## src/rtl/vend_pkg.sv

```systemverilog
// vend_pkg: shared definitions for the ticket vending controller.
//  - FSM state encoding (vend_state_e)
//  - coin denominations and fare prices
//  - fare_t (one-hot fare class, or all zero when no fare is latched)
//  - fare_price(): price of a latched fare; coin_legal(): denomination check
package vend_pkg;

  typedef enum logic [2:0] {
    StIdle     = 3'd0,
    StCollect  = 3'd1,
    StLock     = 3'd2,
    StDispense = 3'd3,
    StRefund   = 3'd4
  } vend_state_e;

  localparam int unsigned PriceW = 8;

  localparam logic [3:0] COIN_1  = 4'd1;
  localparam logic [3:0] COIN_2  = 4'd2;
  localparam logic [3:0] COIN_5  = 4'd5;
  localparam logic [3:0] COIN_10 = 4'd10;

  localparam logic [PriceW-1:0] PRICE_CHILD = 8'd8;
  localparam logic [PriceW-1:0] PRICE_MEN   = 8'd12;
  localparam logic [PriceW-1:0] PRICE_WOMEN = 8'd15;

  typedef struct packed {
    logic child;
    logic men;
    logic women;
  } fare_t;

  // Returns 0 when no fare is latched; callers test fare validity separately.
  function automatic logic [PriceW-1:0] fare_price(fare_t f);
    logic [PriceW-1:0] p;
    p = '0;
    if (f.child)      p = PRICE_CHILD;
    else if (f.men)   p = PRICE_MEN;
    else if (f.women) p = PRICE_WOMEN;
    return p;
  endfunction

  function automatic logic coin_legal(logic [3:0] v);
    return (v == COIN_1) || (v == COIN_2) || (v == COIN_5) || (v == COIN_10);
  endfunction

endpackage

```

## src/rtl/vend_coin_acc.sv

```systemverilog
// vend_coin_acc: coin accumulator with legality check and saturation guard.
// A coin is accepted only while enable is high, its denomination is legal and the
// new total stays within MAX_CASH; otherwise the sum is unchanged and reject pulses
// for one cycle after the coin. clear empties the accumulator.
// Ports:
//  clk, rst     clock, asynchronous active-high reset
//  clear        empty the accumulator at the next edge
//  enable       coins may be accepted this cycle
//  coin_valid   coin strobe, coin_value its denomination
//  sum          registered accumulated cash
//  reject       registered one-cycle reject strobe
//  accept       combinational: the coin presented this cycle is being added
module vend_coin_acc
  import vend_pkg::*;
#(
  parameter int unsigned CASH_W   = 7,
  parameter int unsigned MAX_CASH = 127
) (
  input  logic              clk,
  input  logic              rst,
  input  logic              clear,
  input  logic              enable,
  input  logic              coin_valid,
  input  logic [3:0]        coin_value,
  output logic [CASH_W-1:0] sum,
  output logic              reject,
  output logic              accept
);

  logic [CASH_W-1:0] sum_q, sum_d;
  logic              reject_q, reject_d;
  logic [CASH_W:0]   sum_ext;
  logic              fits;

  // One extra bit so the overflow test cannot itself wrap.
  assign sum_ext = {1'b0, sum_q} + (CASH_W + 1)'(coin_value);
  assign fits    = (32'(sum_ext) <= MAX_CASH);
  assign accept  = coin_valid && enable && coin_legal(coin_value) && fits;

  always_comb begin
    sum_d    = sum_q;
    reject_d = coin_valid && !accept;
    if (clear)       sum_d = '0;
    else if (accept) sum_d = sum_ext[CASH_W-1:0];
  end

  always_ff @(posedge clk or posedge rst) begin
    if (rst) begin
      sum_q    <= '0;
      reject_q <= 1'b0;
    end else begin
      sum_q    <= sum_d;
      reject_q <= reject_d;
    end
  end

  assign sum    = sum_q;
  assign reject = reject_q;

endmodule

```

## src/rtl/vend_ticket_ctrl.sv

```systemverilog
// vend_ticket_ctrl: sequencing FSM for the ticket vending machine.
// Accumulates coins, latches the fare class and walks the refund datapath through
// LOCK (block_cash), DISPENSE (dispense, refund_en) and REFUND (refund_valid).
// Optional feature macro: VEND_TIMEOUT_EN -- COLLECT auto-cancels after TIMEOUT_CYC
// idle cycles; without it COLLECT waits indefinitely.
// Ports:
//  clk, rst                    clock, asynchronous active-high reset
//  coin_valid, coin_value      coin strobe and denomination (1,2,5,10 legal)
//  sel_child/sel_men/sel_women fare select strobes (priority child > men > women)
//  confirm, cancel             buy / abort strobes
//  cash                        accumulated cash to the refund datapath
//  block_cash                  datapath latches price (LOCK)
//  child/men/women             latched fare class
//  refund_en                   1: refund cash-price, 0: refund all cash
//  dispense, refund_valid      ticket release / refund payout strobes
//  coin_reject, short_cash     coin refused / insufficient cash or no fare
//  busy                        in LOCK, DISPENSE or REFUND
// All outputs are registered.
module vend_ticket_ctrl
  import vend_pkg::*;
#(
  parameter int unsigned CASH_W      = 7,
  parameter int unsigned MAX_CASH    = 127,
  parameter int unsigned TIMEOUT_CYC = 1023
) (
  input  logic              clk,
  input  logic              rst,
  input  logic              coin_valid,
  input  logic [3:0]        coin_value,
  input  logic              sel_child,
  input  logic              sel_men,
  input  logic              sel_women,
  input  logic              confirm,
  input  logic              cancel,
  output logic [CASH_W-1:0] cash,
  output logic              block_cash,
  output logic              child,
  output logic              men,
  output logic              women,
  output logic              refund_en,
  output logic              dispense,
  output logic              refund_valid,
  output logic              coin_reject,
  output logic              short_cash,
  output logic              busy
);

  vend_state_e state_q, state_d;
  fare_t       fare_q, fare_d;
  logic        block_q, block_d;
  logic        disp_q, disp_d;
  logic        rvalid_q, rvalid_d;
  logic        ren_q, ren_d;
  logic        short_q, short_d;
  logic        busy_q, busy_d;

  logic        entry;
  logic        coin_accept;
  logic        sel_any;
  logic        fare_ok;
  logic        cash_ok;
  logic        timeout;

  assign entry   = (state_q == StIdle) || (state_q == StCollect);
  assign sel_any = sel_child || sel_men || sel_women;
  assign fare_ok = fare_q.child || fare_q.men || fare_q.women;
  // Pre-update cash: a coin arriving with confirm is added but not counted here.
  assign cash_ok = fare_ok && (32'(cash) >= 32'(fare_price(fare_q)));

  vend_coin_acc #(
    .CASH_W   (CASH_W),
    .MAX_CASH (MAX_CASH)
  ) u_coin_acc (
    .clk        (clk),
    .rst        (rst),
    .clear      (state_q == StRefund),
    .enable     (entry),
    .coin_valid (coin_valid),
    .coin_value (coin_value),
    .sum        (cash),
    .reject     (coin_reject),
    .accept     (coin_accept)
  );

`ifdef VEND_TIMEOUT_EN
  localparam int unsigned TmoW = $clog2(TIMEOUT_CYC + 1);
  logic [TmoW-1:0] tmo_q, tmo_d;
  logic            activity;

  // Any coin attempt, selection or confirm counts as customer activity.
  assign activity = coin_valid || sel_any || confirm;
  assign timeout  = (state_q == StCollect) && !activity &&
                    (32'(tmo_q) == TIMEOUT_CYC - 1);

  always_comb begin
    tmo_d = '0;
    if (state_q == StCollect && !activity) tmo_d = tmo_q + 1'b1;
  end

  always_ff @(posedge clk or posedge rst) begin
    if (rst) tmo_q <= '0;
    else     tmo_q <= tmo_d;
  end
`else
  assign timeout = 1'b0;
`endif

  always_comb begin
    state_d = state_q;
    short_d = 1'b0;
    unique case (state_q)
      StIdle: begin
        if (cancel)                    state_d = StRefund;
        else if (coin_accept || sel_any) state_d = StCollect;
      end
      StCollect: begin
        if (cancel || timeout) begin
          state_d = StRefund;
        end else if (confirm) begin
          if (cash_ok) state_d = StLock;
          else         short_d = 1'b1;
        end
      end
      StLock:     state_d = StDispense;
      StDispense: state_d = StRefund;
      StRefund:   state_d = StIdle;
      default:    state_d = StIdle;
    endcase
  end

  always_comb begin
    fare_d = fare_q;
    if (state_q == StRefund) begin
      fare_d = '0;
    end else if (entry && sel_any) begin
      fare_d       = '0;
      fare_d.child = sel_child;
      fare_d.men   = !sel_child && sel_men;
      fare_d.women = !sel_child && !sel_men && sel_women;
    end
  end

  // Outputs are decoded from the next state so they line up with state_q.
  always_comb begin
    block_d  = (state_d == StLock);
    disp_d   = (state_d == StDispense);
    rvalid_d = (state_d == StRefund);
    ren_d    = (state_d == StDispense) ||
               ((state_d == StRefund) && (state_q == StDispense));
    busy_d   = (state_d == StLock) || (state_d == StDispense) || (state_d == StRefund);
  end

  always_ff @(posedge clk or posedge rst) begin
    if (rst) begin
      state_q  <= StIdle;
      fare_q   <= '0;
      block_q  <= 1'b0;
      disp_q   <= 1'b0;
      rvalid_q <= 1'b0;
      ren_q    <= 1'b0;
      short_q  <= 1'b0;
      busy_q   <= 1'b0;
    end else begin
      state_q  <= state_d;
      fare_q   <= fare_d;
      block_q  <= block_d;
      disp_q   <= disp_d;
      rvalid_q <= rvalid_d;
      ren_q    <= ren_d;
      short_q  <= short_d;
      busy_q   <= busy_d;
    end
  end

  assign block_cash   = block_q;
  assign child        = fare_q.child;
  assign men          = fare_q.men;
  assign women        = fare_q.women;
  assign refund_en    = ren_q;
  assign dispense     = disp_q;
  assign refund_valid = rvalid_q;
  assign short_cash   = short_q;
  assign busy         = busy_q;

endmodule

```

## config.mk

```make
export PLATFORM = sky130hd
export DESIGN_NAME = vend_ticket_ctrl
export DESIGN_NICKNAME = d
export VERILOG_FILES = /design/src/rtl/vend_pkg.sv /design/src/rtl/vend_coin_acc.sv /design/src/rtl/vend_ticket_ctrl.sv
export SDC_FILE = /design/constraint.sdc
export NUM_CORES = 1
export LEC_CHECK = 0
export ABC_AREA = 1
export CORE_MARGIN = 5
export CORE_UTILIZATION = 54
export CTS_CLUSTER_DIAMETER = 50
export CTS_CLUSTER_SIZE = 8
export DETAILED_ROUTE_END_ITERATION = 7
export GPL_ROUTABILITY_DRIVEN = 0
export PLACE_DENSITY_LB_ADDON = 0.1
export SYNTH_ARGS = -nofsm -noshare
export SYNTH_HDL_FRONTEND = slang
export SYNTH_HIERARCHICAL = 1
export SYNTH_SLANG_ARGS = --single-unit
export TNS_END_PERCENT = 100
```

## constraint.sdc

```tcl
create_clock -name clk -period 3 [get_ports clk]
set_clock_uncertainty 0.05 [all_clocks]
set_input_delay 0.6 -clock clk [delete_from_list [all_inputs] [get_ports clk]]
set_output_delay 0.6 -clock clk [all_outputs]
set_load 0.05 [all_outputs]
```

==> results.txt <==
Global-route wire length before repair: 4.87 mm
Top delay family on crit path: buffers and inverters
Max Freq: 429 MHz
Area Overhead vs Synth: 27.5%
Share of cells above drive strength 1: 9.22%
Maximum vdd drop: 0.526 mV
ANT nets after route: 0
Avg WL per Cell: 12.3 um
Yosys warning count: 6
Final TNS setup: 0 ns
Root Buffer Master: clkbuf_4
Max Root-Sink Buffers: 2
HP Class: reg2reg
Hold_ws: 0.465 ns
Int Power: 0.000764 W
Worst reg-to-reg setup slack: 1.20 ns
Commonest cells after routing, fill and taps aside: nand2_1 (46), inv_1 (37), clkdlybuf4s50_1 (28)
Die width: 59.4 um
Comb pwr share: 57.4%
Syn avg cell area: 7.53 um^2
CP Max Fanout: 9
Gate count of the mapped netlist: 175
H-tree depth: 1
Crit-path max cell delay: 0.87 ns
Status: finished clean
Reg clk slew, reported paths: 0.11 ns
Leakage power: 0.912 nW
Starting DRT DRC Count: 59
Hold buffer count at cts: 0
Syn nets: 196
DRC violations left: 0
WP buf/inv: 1
Crit path arrival time: 1.68 ns
Resized Gates After CTS: 0
Nets: 228
Switch Pwr: 0.000718 W
Post-CTS Setup Bufs: 0
Fin crit period: 2.33 ns
Register area: 500 um^2
DRT Pass-1 Iters: 4
Largest net degree at the start of global routing: 13
Async SR Flop Fraction: 100%
DRT Wirelength: 2.89 mm
Total GRT Usage: 18.2%
Yosys cell types: 26
Initial antenna violation count: 0
Multi-input logic area: 662 um^2
Initial Utilization: 57.9%
Core Area: 2280 um^2
Die height: 59.4 um
Vias in the first global route: 1142
Ant. Diodes: 0
HPWL after detailed placement: 2.35 mm
PD cells: 882 nW/um^2
CTS tree: done
Worst Hold Endpoint: dispense
Ys flop type: dfrtp_1
Crit Path Category: reg2out
RSZ-0062 raised after global routing: no
Ports: 29
DP Area: 1630 um^2
DR vias/cell: 5.07
CP endpoint kind: primary output
Slew headroom: 66.1%
CTS Buf Count: 3
Flop pwr share: 28.1%
Cell Area, Synth: 1320 um^2
Final Hold Vio Count: 0
Gr ovfl total: 0
FF-to-FF End: state_q[0]
Setup violators final: 0
Crit-path cells: clkdlybuf4s50_1
Rows: 17
Fraction of power spent switching nets: 48.5%
Seq/Total Area, Yosys: 38.0%
Placed cells: 230
Fill count: 181
Hold Path Origin: state_q[0]
Fin. max-slew vios: 0
Fin crit share: 77.6%
PortBufs: 28
Clock share of power: 14.5%
CTS Sinks: 20
Vias post-DR: 1186
Max cap viols: 0
Most common cell after layout, fill and taps aside: nand2_1
Clk Latency, worst-skew pair: 0.29 ns
FF-to-FF Start: u_coin_acc/sum[2]
Number of flops mapped to enable cells by yosys: 0
Fin cells: 234
Slowest CP cell: clkdlybuf4s50_1
Slew @ Worst Pin: 0.507 ns
Crit path required time: 2.35 ns
Fin area: 1680 um^2
FF-to-FF path depth: 9
Yosys reg bits: 20
Critical path launch point type: register
Die area: 3530 um^2
Hold Crit Depth: 1
[logic make-up after synthesis]
kind of cell	synth area share, %
DFF	38.0
and+or+nand+nor	35.9
adders and majority gates	9.12
xor gates and xnor gates	0.665
AOI/OAI and AO/OA	4.56
buffers and inverters	11.8
[cell type report]
cell class	instances	share of cell area (%)
Tap cell	28	2.08
Clock inverter	1	1.79
Multi-Input combinational cell	114	39.4
Timing Repair Buffer	28	16.7
Inverter	40	8.94
Clock buffer	3	1.34
Sequential cell	20	29.8
[per-stage QoR]
| step | power (W) | setup WS, ns | util (%) |
|---|---|---|---|
| final | 0.00148 | 0.672 | 73.8 |
| after global routing | 0.00160 | 0.599 | 73.8 |
| after CTS | 0.00149 | 0.655 | 73.8 |
| after detailed placement | 0.00127 | 0.564 | 71.5 |
| after global placement | 0.00125 | 0.639 | 71.5 |
| after floorplan | 0.00103 | 1.05 | - |
[sequential cells by signal, indices dropped and copies added, names as in the netlist]
register	flops
u_coin_acc/sum	7
women	1
refund_valid	1
block_cash	1
u_coin_acc/reject	1
short_cash	1
refund_en	1
dispense	1
child	1
men	1
state_q	3
busy	1
[cells in the mapped netlist, types with 3 or more instances]
master	number	area share, %
nand2_1	46	13
nand3_1	20	7.6
nor2_1	10	2.8
o21ai_0	4	1.5
inv_1	37	11
nand2_2	4	1.9
dfrtp_1	20	38
o22ai_1	3	1.4
ha_1	8	7.6
nor2_4	3	2.6
[how the worst max path moves through the flow]
stage	slack (ns)	startpoint	endpoint	cells past startpoint
5_1_grt	0.60	u_coin_acc/sum[4]	cash[4]	1
6_report	0.67	u_coin_acc/sum[4]	cash[4]	1
4_1_cts	0.66	u_coin_acc/sum[4]	cash[4]	1
2_1_floorplan	1.05	u_coin_acc/sum[2]	state_q[0]	9
3_5_place_dp	0.56	coin_value[1]	state_q[0]	10
3_3_place_gp	0.64	coin_value[0]	u_coin_acc/sum[6]	9
[power by group through the flow]
stage	clock [W]	sequential, W	combinational (W)
2_1_floorplan	0	0.000608	0.000417
3_3_place_gp	0	0.000421	0.000827
3_5_place_dp	0	0.000422	0.000845
4_1_cts	0.000222	0.000418	0.000849
5_1_grt	0.000235	0.000432	0.000935
6_report	0.000215	0.000416	0.000850
[metal layers]
layer  GRT usage [%]  wire length, um  vias up
li1                -                -      605
met1            23.9             1280      522
met2            29.5             1390       55
met3            3.05              178        4
met4            7.44               36        0
met5               0                0        -
Note: power is estimated with default switching activity, not from simulation.
